**config.mk**
```make
export PLATFORM = sky130hd
export DESIGN_NAME = pipeline_hazard_ctrl
export DESIGN_NICKNAME = d
export VERILOG_FILES = /design/src/rtl/pipeline_hazard_ctrl_pkg.sv /design/src/rtl/hazard_load_use_detect.sv /design/src/rtl/pipeline_hazard_ctrl.sv
export SDC_FILE = /design/constraint.sdc
export NUM_CORES = 1
export LEC_CHECK = 0
export ABC_CLOCK_PERIOD_IN_PS = 5340
export CORE_MARGIN = 10
export CORE_UTILIZATION = 51
export CTS_CLUSTER_DIAMETER = 80
export DETAILED_ROUTE_END_ITERATION = 12
export GPL_ROUTABILITY_DRIVEN = 1
export GPL_TIMING_DRIVEN = 0
export PLACE_DENSITY = 0.85
export SLEW_MARGIN = 20
export SYNTH_ARGS = -nofsm -noshare
export SYNTH_HDL_FRONTEND = slang
export SYNTH_SLANG_ARGS = --single-unit
export TNS_END_PERCENT = 1
```
**constraint.sdc**
```tcl
create_clock -name clk -period 5.34 [get_ports clk]
set_input_delay 1.068 -clock clk [delete_from_list [all_inputs] [get_ports clk]]
set_output_delay 1.068 -clock clk [all_outputs]
set_load 0.01 [all_outputs]
```
**src/rtl/pipeline_hazard_ctrl_pkg.sv**
```systemverilog
// Shared types for the pipeline hazard controller: FSM states and the
// bundle of per-stage enable/flush controls.
package pipeline_hazard_ctrl_pkg;

    typedef enum logic [1:0] {
        HZ_RUN      = 2'd0,
        HZ_MDU_WAIT = 2'd1,
        HZ_REDIRECT = 2'd2,
        HZ_ILLEGAL  = 2'd3
    } hz_state_e;

    typedef struct packed {
        logic pc_en;
        logic if_id_en;
        logic if_id_flush;
        logic id_ex_en;
        logic id_ex_flush;
        logic ex_mem_bubble;
    } hz_ctrl_t;

    localparam logic [31:0] STALL_MAX = 32'hFFFF_FFFF;

    localparam hz_ctrl_t CTRL_RUN = '{pc_en: 1'b1, if_id_en: 1'b1, if_id_flush: 1'b0,
                                      id_ex_en: 1'b1, id_ex_flush: 1'b0, ex_mem_bubble: 1'b0};
    // Enables stay high while flushing; the consuming registers give flush priority.
    localparam hz_ctrl_t CTRL_FLUSH = '{pc_en: 1'b1, if_id_en: 1'b1, if_id_flush: 1'b1,
                                        id_ex_en: 1'b1, id_ex_flush: 1'b1, ex_mem_bubble: 1'b0};
    localparam hz_ctrl_t CTRL_MDU_STALL = '{pc_en: 1'b0, if_id_en: 1'b0, if_id_flush: 1'b0,
                                            id_ex_en: 1'b0, id_ex_flush: 1'b0, ex_mem_bubble: 1'b1};
    localparam hz_ctrl_t CTRL_LOAD_USE = '{pc_en: 1'b0, if_id_en: 1'b0, if_id_flush: 1'b0,
                                           id_ex_en: 1'b1, id_ex_flush: 1'b1, ex_mem_bubble: 1'b0};

endpackage

```
**src/rtl/hazard_load_use_detect.sv**
```systemverilog
// Combinational RAW compare between the ID source registers and a load in EX.
// x0 is never a real destination, so it never produces a hazard.
module hazard_load_use_detect (
    input  logic [4:0] id_rs1,
    input  logic [4:0] id_rs2,
    input  logic       id_uses_rs1,
    input  logic       id_uses_rs2,
    input  logic       ex_wb_load,
    input  logic [4:0] ex_wb_rd,
    output logic       load_use
);

    logic rs1_hit;
    logic rs2_hit;

    assign rs1_hit  = id_uses_rs1 && (id_rs1 == ex_wb_rd);
    assign rs2_hit  = id_uses_rs2 && (id_rs2 == ex_wb_rd);
    assign load_use = ex_wb_load && (ex_wb_rd != 5'd0) && (rs1_hit || rs2_hit);

endmodule

```
**src/rtl/pipeline_hazard_ctrl.sv**
```systemverilog
// Hazard controller: load-use bubbles, mispredict redirect flushes and MUL/DIV
// occupancy stalls, with a watchdog on the MDU wait and a saturating stall counter.
module pipeline_hazard_ctrl
    import pipeline_hazard_ctrl_pkg::*;
#(
    parameter int MDU_TIMEOUT     = 64,
    parameter int REDIRECT_CYCLES = 1
) (
    input  logic        clk,
    input  logic        rst,
    input  logic [4:0]  id_rs1,
    input  logic [4:0]  id_rs2,
    input  logic        id_uses_rs1,
    input  logic        id_uses_rs2,
    input  logic        ex_wb_load,
    input  logic [4:0]  ex_wb_rd,
    input  logic        ex_mdu_start,
    input  logic        mdu_done,
    input  logic        ex_mispredict,
    output logic        pc_en,
    output logic        if_id_en,
    output logic        if_id_flush,
    output logic        id_ex_en,
    output logic        id_ex_flush,
    output logic        ex_mem_bubble,
    output logic [1:0]  hz_state,
    output logic        mdu_timeout,
    output logic [31:0] stall_count
);

    localparam int MCW = $clog2(MDU_TIMEOUT + 1);
    localparam int RCW = $clog2(REDIRECT_CYCLES + 1);
    localparam logic [MCW-1:0] MDU_LIMIT  = MCW'(MDU_TIMEOUT);
    localparam logic [RCW-1:0] REDIR_LAST = RCW'(REDIRECT_CYCLES - 1);

    hz_state_e       state_q, state_d;
    logic [MCW-1:0]  mdu_cnt_q, mdu_cnt_d;
    logic [RCW-1:0]  redir_cnt_q, redir_cnt_d;
    logic            mdu_timeout_q, mdu_timeout_d;
    logic [31:0]     stall_count_q, stall_count_d;
    hz_ctrl_t        ctrl;
    logic            load_use;

    hazard_load_use_detect u_load_use (
        .id_rs1      (id_rs1),
        .id_rs2      (id_rs2),
        .id_uses_rs1 (id_uses_rs1),
        .id_uses_rs2 (id_uses_rs2),
        .ex_wb_load  (ex_wb_load),
        .ex_wb_rd    (ex_wb_rd),
        .load_use    (load_use)
    );

    always_comb begin
        ctrl          = CTRL_RUN;
        state_d       = state_q;
        mdu_cnt_d     = mdu_cnt_q;
        redir_cnt_d   = redir_cnt_q;
        mdu_timeout_d = mdu_timeout_q;
        case (state_q)
            HZ_RUN: begin
                if (ex_mispredict) begin
                    ctrl        = CTRL_FLUSH;
                    redir_cnt_d = RCW'(1);
                    if (REDIRECT_CYCLES > 1) state_d = HZ_REDIRECT;
                end else if (ex_mdu_start && !mdu_done) begin
                    ctrl      = CTRL_MDU_STALL;
                    mdu_cnt_d = MCW'(1);
                    state_d   = HZ_MDU_WAIT;
                end else if (load_use) begin
                    ctrl = CTRL_LOAD_USE;
                end
            end
            // EX is frozen here, so mispredict and load-use cannot be acted on.
            HZ_MDU_WAIT: begin
                if (mdu_done) begin
                    state_d = HZ_RUN;
                end else if (mdu_cnt_q == MDU_LIMIT) begin
                    state_d       = HZ_RUN;
                    mdu_timeout_d = 1'b1;
                end else begin
                    ctrl      = CTRL_MDU_STALL;
                    mdu_cnt_d = mdu_cnt_q + 1'b1;
                end
            end
            HZ_REDIRECT: begin
                ctrl        = CTRL_FLUSH;
                redir_cnt_d = redir_cnt_q + 1'b1;
                if (redir_cnt_q == REDIR_LAST) state_d = HZ_RUN;
            end
            default: state_d = HZ_RUN;
        endcase

        stall_count_d = stall_count_q;
        if (!ctrl.pc_en && (stall_count_q != STALL_MAX)) stall_count_d = stall_count_q + 32'd1;
    end

    always_ff @(posedge clk) begin
        if (rst) begin
            state_q       <= HZ_RUN;
            mdu_cnt_q     <= '0;
            redir_cnt_q   <= '0;
            mdu_timeout_q <= 1'b0;
            stall_count_q <= 32'd0;
        end else begin
            state_q       <= state_d;
            mdu_cnt_q     <= mdu_cnt_d;
            redir_cnt_q   <= redir_cnt_d;
            mdu_timeout_q <= mdu_timeout_d;
            stall_count_q <= stall_count_d;
        end
    end

    assign pc_en         = ctrl.pc_en;
    assign if_id_en      = ctrl.if_id_en;
    assign if_id_flush   = ctrl.if_id_flush;
    assign id_ex_en      = ctrl.id_ex_en;
    assign id_ex_flush   = ctrl.id_ex_flush;
    assign ex_mem_bubble = ctrl.ex_mem_bubble;
    assign hz_state      = state_q;
    assign mdu_timeout   = mdu_timeout_q;
    assign stall_count   = stall_count_q;

endmodule
```
==> flow_summary.toml <==
[setup_path]
critPathRequiredTime_ps = 4270
start_kind = "input port"
arrival_ps = 3440
ff2ff_setup_slack_ps = 2870
reg2reg_to = "stall_count[14]"
worstPathMaxFanout = 11
endpoint_kind = "output pin"
cp-startpoint = "ex_wb_rd[1]"
path_class = "input port to output pin"
cp-endpoint = "pc_en"
reg2reg_depth = 9
r2r-start = "mdu_cnt_q[0]"

[grt]
overflow = 0
antenna_found_initial = 0
grt_usage_pct = 16.37
grt_max_degree = 12
grt_pass1_wl_um = 10270
grt_pass1_vias = 2194

[synth]
synthesis.nets = 299
synth_flop_cell = "dfxtp_1"
ys_ff_latch = 41
async_reset_ff_share_pct = 0
synth_area_um2 = 2258
avgSynthCellArea_um2 = 8.273
synth-edff-count = 0
synth_cell_type_count = 47
synth_largest_area_cell = "dfxtp_1"
yosys_warnings = 0
yosysSeqAreaShare_pct = 36.34
synth_top_area_share_pct = 36.34
synth_area_leaders = "dfxtp_1, or3_1, a21oi_1, o21ai_0, xnor2_1"
synthCells = 273

[drt]
drc = 0
vias_per_cell = 5.799
vias = 2285
drt_iter0_markers = 207
dr.pass1.iters = 4
wirelength_um = 6110
wire_per_inst_um = 15.51
postRouteAntennaNets = 0

[placement]
port_buffers = 62
pre_cts_ws_ps = 818.2
gp_congestion = 0.8303
place_hpwl_um = 4586

[floorplan]
ios = 64
start_util_pct = 52.23
die_x_um = 86.55
die_height_um = 86.55
floorplan.rows = 24
fp.dieArea_um2 = 7490
core_um2 = 4324

[clock_network]
cts_tree = "yes"
post_cts_buffers = 0
cts.path.max_buffers = 2
clock_latency_ps = 300
clk_pin_slew_worst_paths_ps = 70
cts_max_level = 2
cts_resized = 0
cts_made_buffers = 5
holdBufCountCts = 0
root_buffer = "clkbuf_8"
clock_sinks = 41

[pwr]
leakage_nw = 1.002
p_per_area_nw_per_um2 = 193.2
ir_drop_v = 0.0001357

[sta]
max_freq_mhz = 222.0
finalCriticalPeriod_ps = 4504
drv_slew = 0
finalCritPeriodShare_pct = 84.35
fin_tns_setup_ps = 0
slew_headroom_pct = 52.05
grt_setup_unrepaired = "no"
hold_viol = 0
layout_setup_ws_ps = 835.7
worstMarginPinSlew_ps = 713.7
fin_skew_ps = 1.676
setup_viol = 0

[final_layout]
diodes = 0
nets = 368
nFillCells = 358
areaGrowthSynthToFinish_pct = 34.18
final_core_util_pct = 70.08
drive_gt1_share_pct = 7.310

[hold_path]
whs_path_depth = 2
min_from = "stall_count[10]"
hold_path_class = "flop to flop"

[job]
cap_violations = 0

[status]
status = "finished clean"
## worst min-delay path by stage
stage	slack, ps	end
after floorplan	460	mdu_cnt_q[6]
after global placement	480	stall_count[10]
after detailed placement	480	mdu_timeout
after CTS	500	stall_count[10]
after global routing	530	stall_count[17]
final	500	stall_count[10]
## placed cells by master (no fill, tap or decap), types with 2 or more instances in the layout
cell type and n:
and4_1 7, clkdlybuf4s50_1 62, nand2_1 16, nand4_1 13
nor3_1 5, nor2_1 21, xnor2_1 12, clkbuf_1 6
and3_1 5, or3_1 23, nand4b_1 2, ha_1 3
a21oi_1 26, nor2b_1 7, xor2_1 4, buf_4 3
nor3b_1 2, mux2_2 5, dfxtp_1 41, nand3_1 15
inv_1 6, and2_1 2, or4_1 2, clkbuf_8 6
o21ai_0 23, buf_8 2
## final cells by class
type / count / area [um^2] / share of cell area (%)
Tap cell: 52 / 65.06 / 2.147
Clock buffer: 7 / 86.33 / 2.849
Multi-Input combinational cell: 213 / 1324 / 43.68
Buffer: 13 / 91.34 / 3.014
Sequential cell: 41 / 820.8 / 27.09
Timing Repair Buffer: 62 / 620.6 / 20.48
Inverter: 6 / 22.52 / 0.7432
## worst max-delay path: stages
cell and delay, ps:
clkdlybuf4s50_1 470, or4_1 540, o21ai_1 260, o31a_1 200, buf_6 140, buf_8 130
buf_4 100, clkdlybuf4s50_1 520
## routing by layer
metal / global-route usage [%] / wire (um) / part of all wire, %
met5: 0 / 0 / 0
met4: 5.891 / 101 / 1.7
met3: 5.441 / 474 / 7.8
met2: 28.12 / 3062 / 50
met1: 18.34 / 2472 / 40
## kinds of logic (layout without fill, tap and decap cells)
| logic type | count (synthesis) | in the layout | synth area share [%] |
|---|---|---|---|
| compound gates | 63 | 63 | 16.84 |
| xor+xnor | 16 | 16 | 6.205 |
| fa+ha+maj | 3 | 3 | 1.662 |
| buf+inv | 19 | 88 | 5.041 |
| flops | 41 | 41 | 36.34 |
| mux | 6 | 6 | 2.936 |
| other cells | 1 | 1 | 0.1660 |
| simple gates | 124 | 124 | 30.80 |
## power by group
group	total, mW	switching (mW)	internal [mW]
combinational	0.0677	0.0315	0.0362
clock	0.209	0.106	0.103
sequential	0.309	0.00193	0.307
## sequential cells by signal (all words and copies together) (netlist names)
register,count
hz_state,1
mdu_cnt_q,7
mdu_timeout,1
stall_count,32
## cell usage after synthesis (3+ instances only)
cell type   n
dfxtp_1    41
ha_1        3
nor2_1     21
mux2_2      5
buf_4       3
and3_1      5
inv_1       6
nand2_1    16
and4_1      7
o21ai_0    23
nor2b_1     7
nand4_1    13
clkbuf_1    5
a21oi_1    26
nor3_1      5
or3_1      23
nand3_1    15
xnor2_1    12
xor2_1      4
## per-stage QoR
step / hold slack (ps) / instance area (um^2) / total power, mW / std cells
after floorplan: 461.9 / 2258 / 0.3489 / 273
after global placement: 476.3 / 2944 / 0.3821 / 387
after detailed placement: 484.5 / 2944 / 0.3833 / 387
after CTS: 500.3 / 3030 / 0.5864 / 394
after global routing: 530.5 / 3030 / 0.6060 / 394
final: 496.6 / 3030 / 0.5854 / 394
Power figures use the tool's default switching activity.
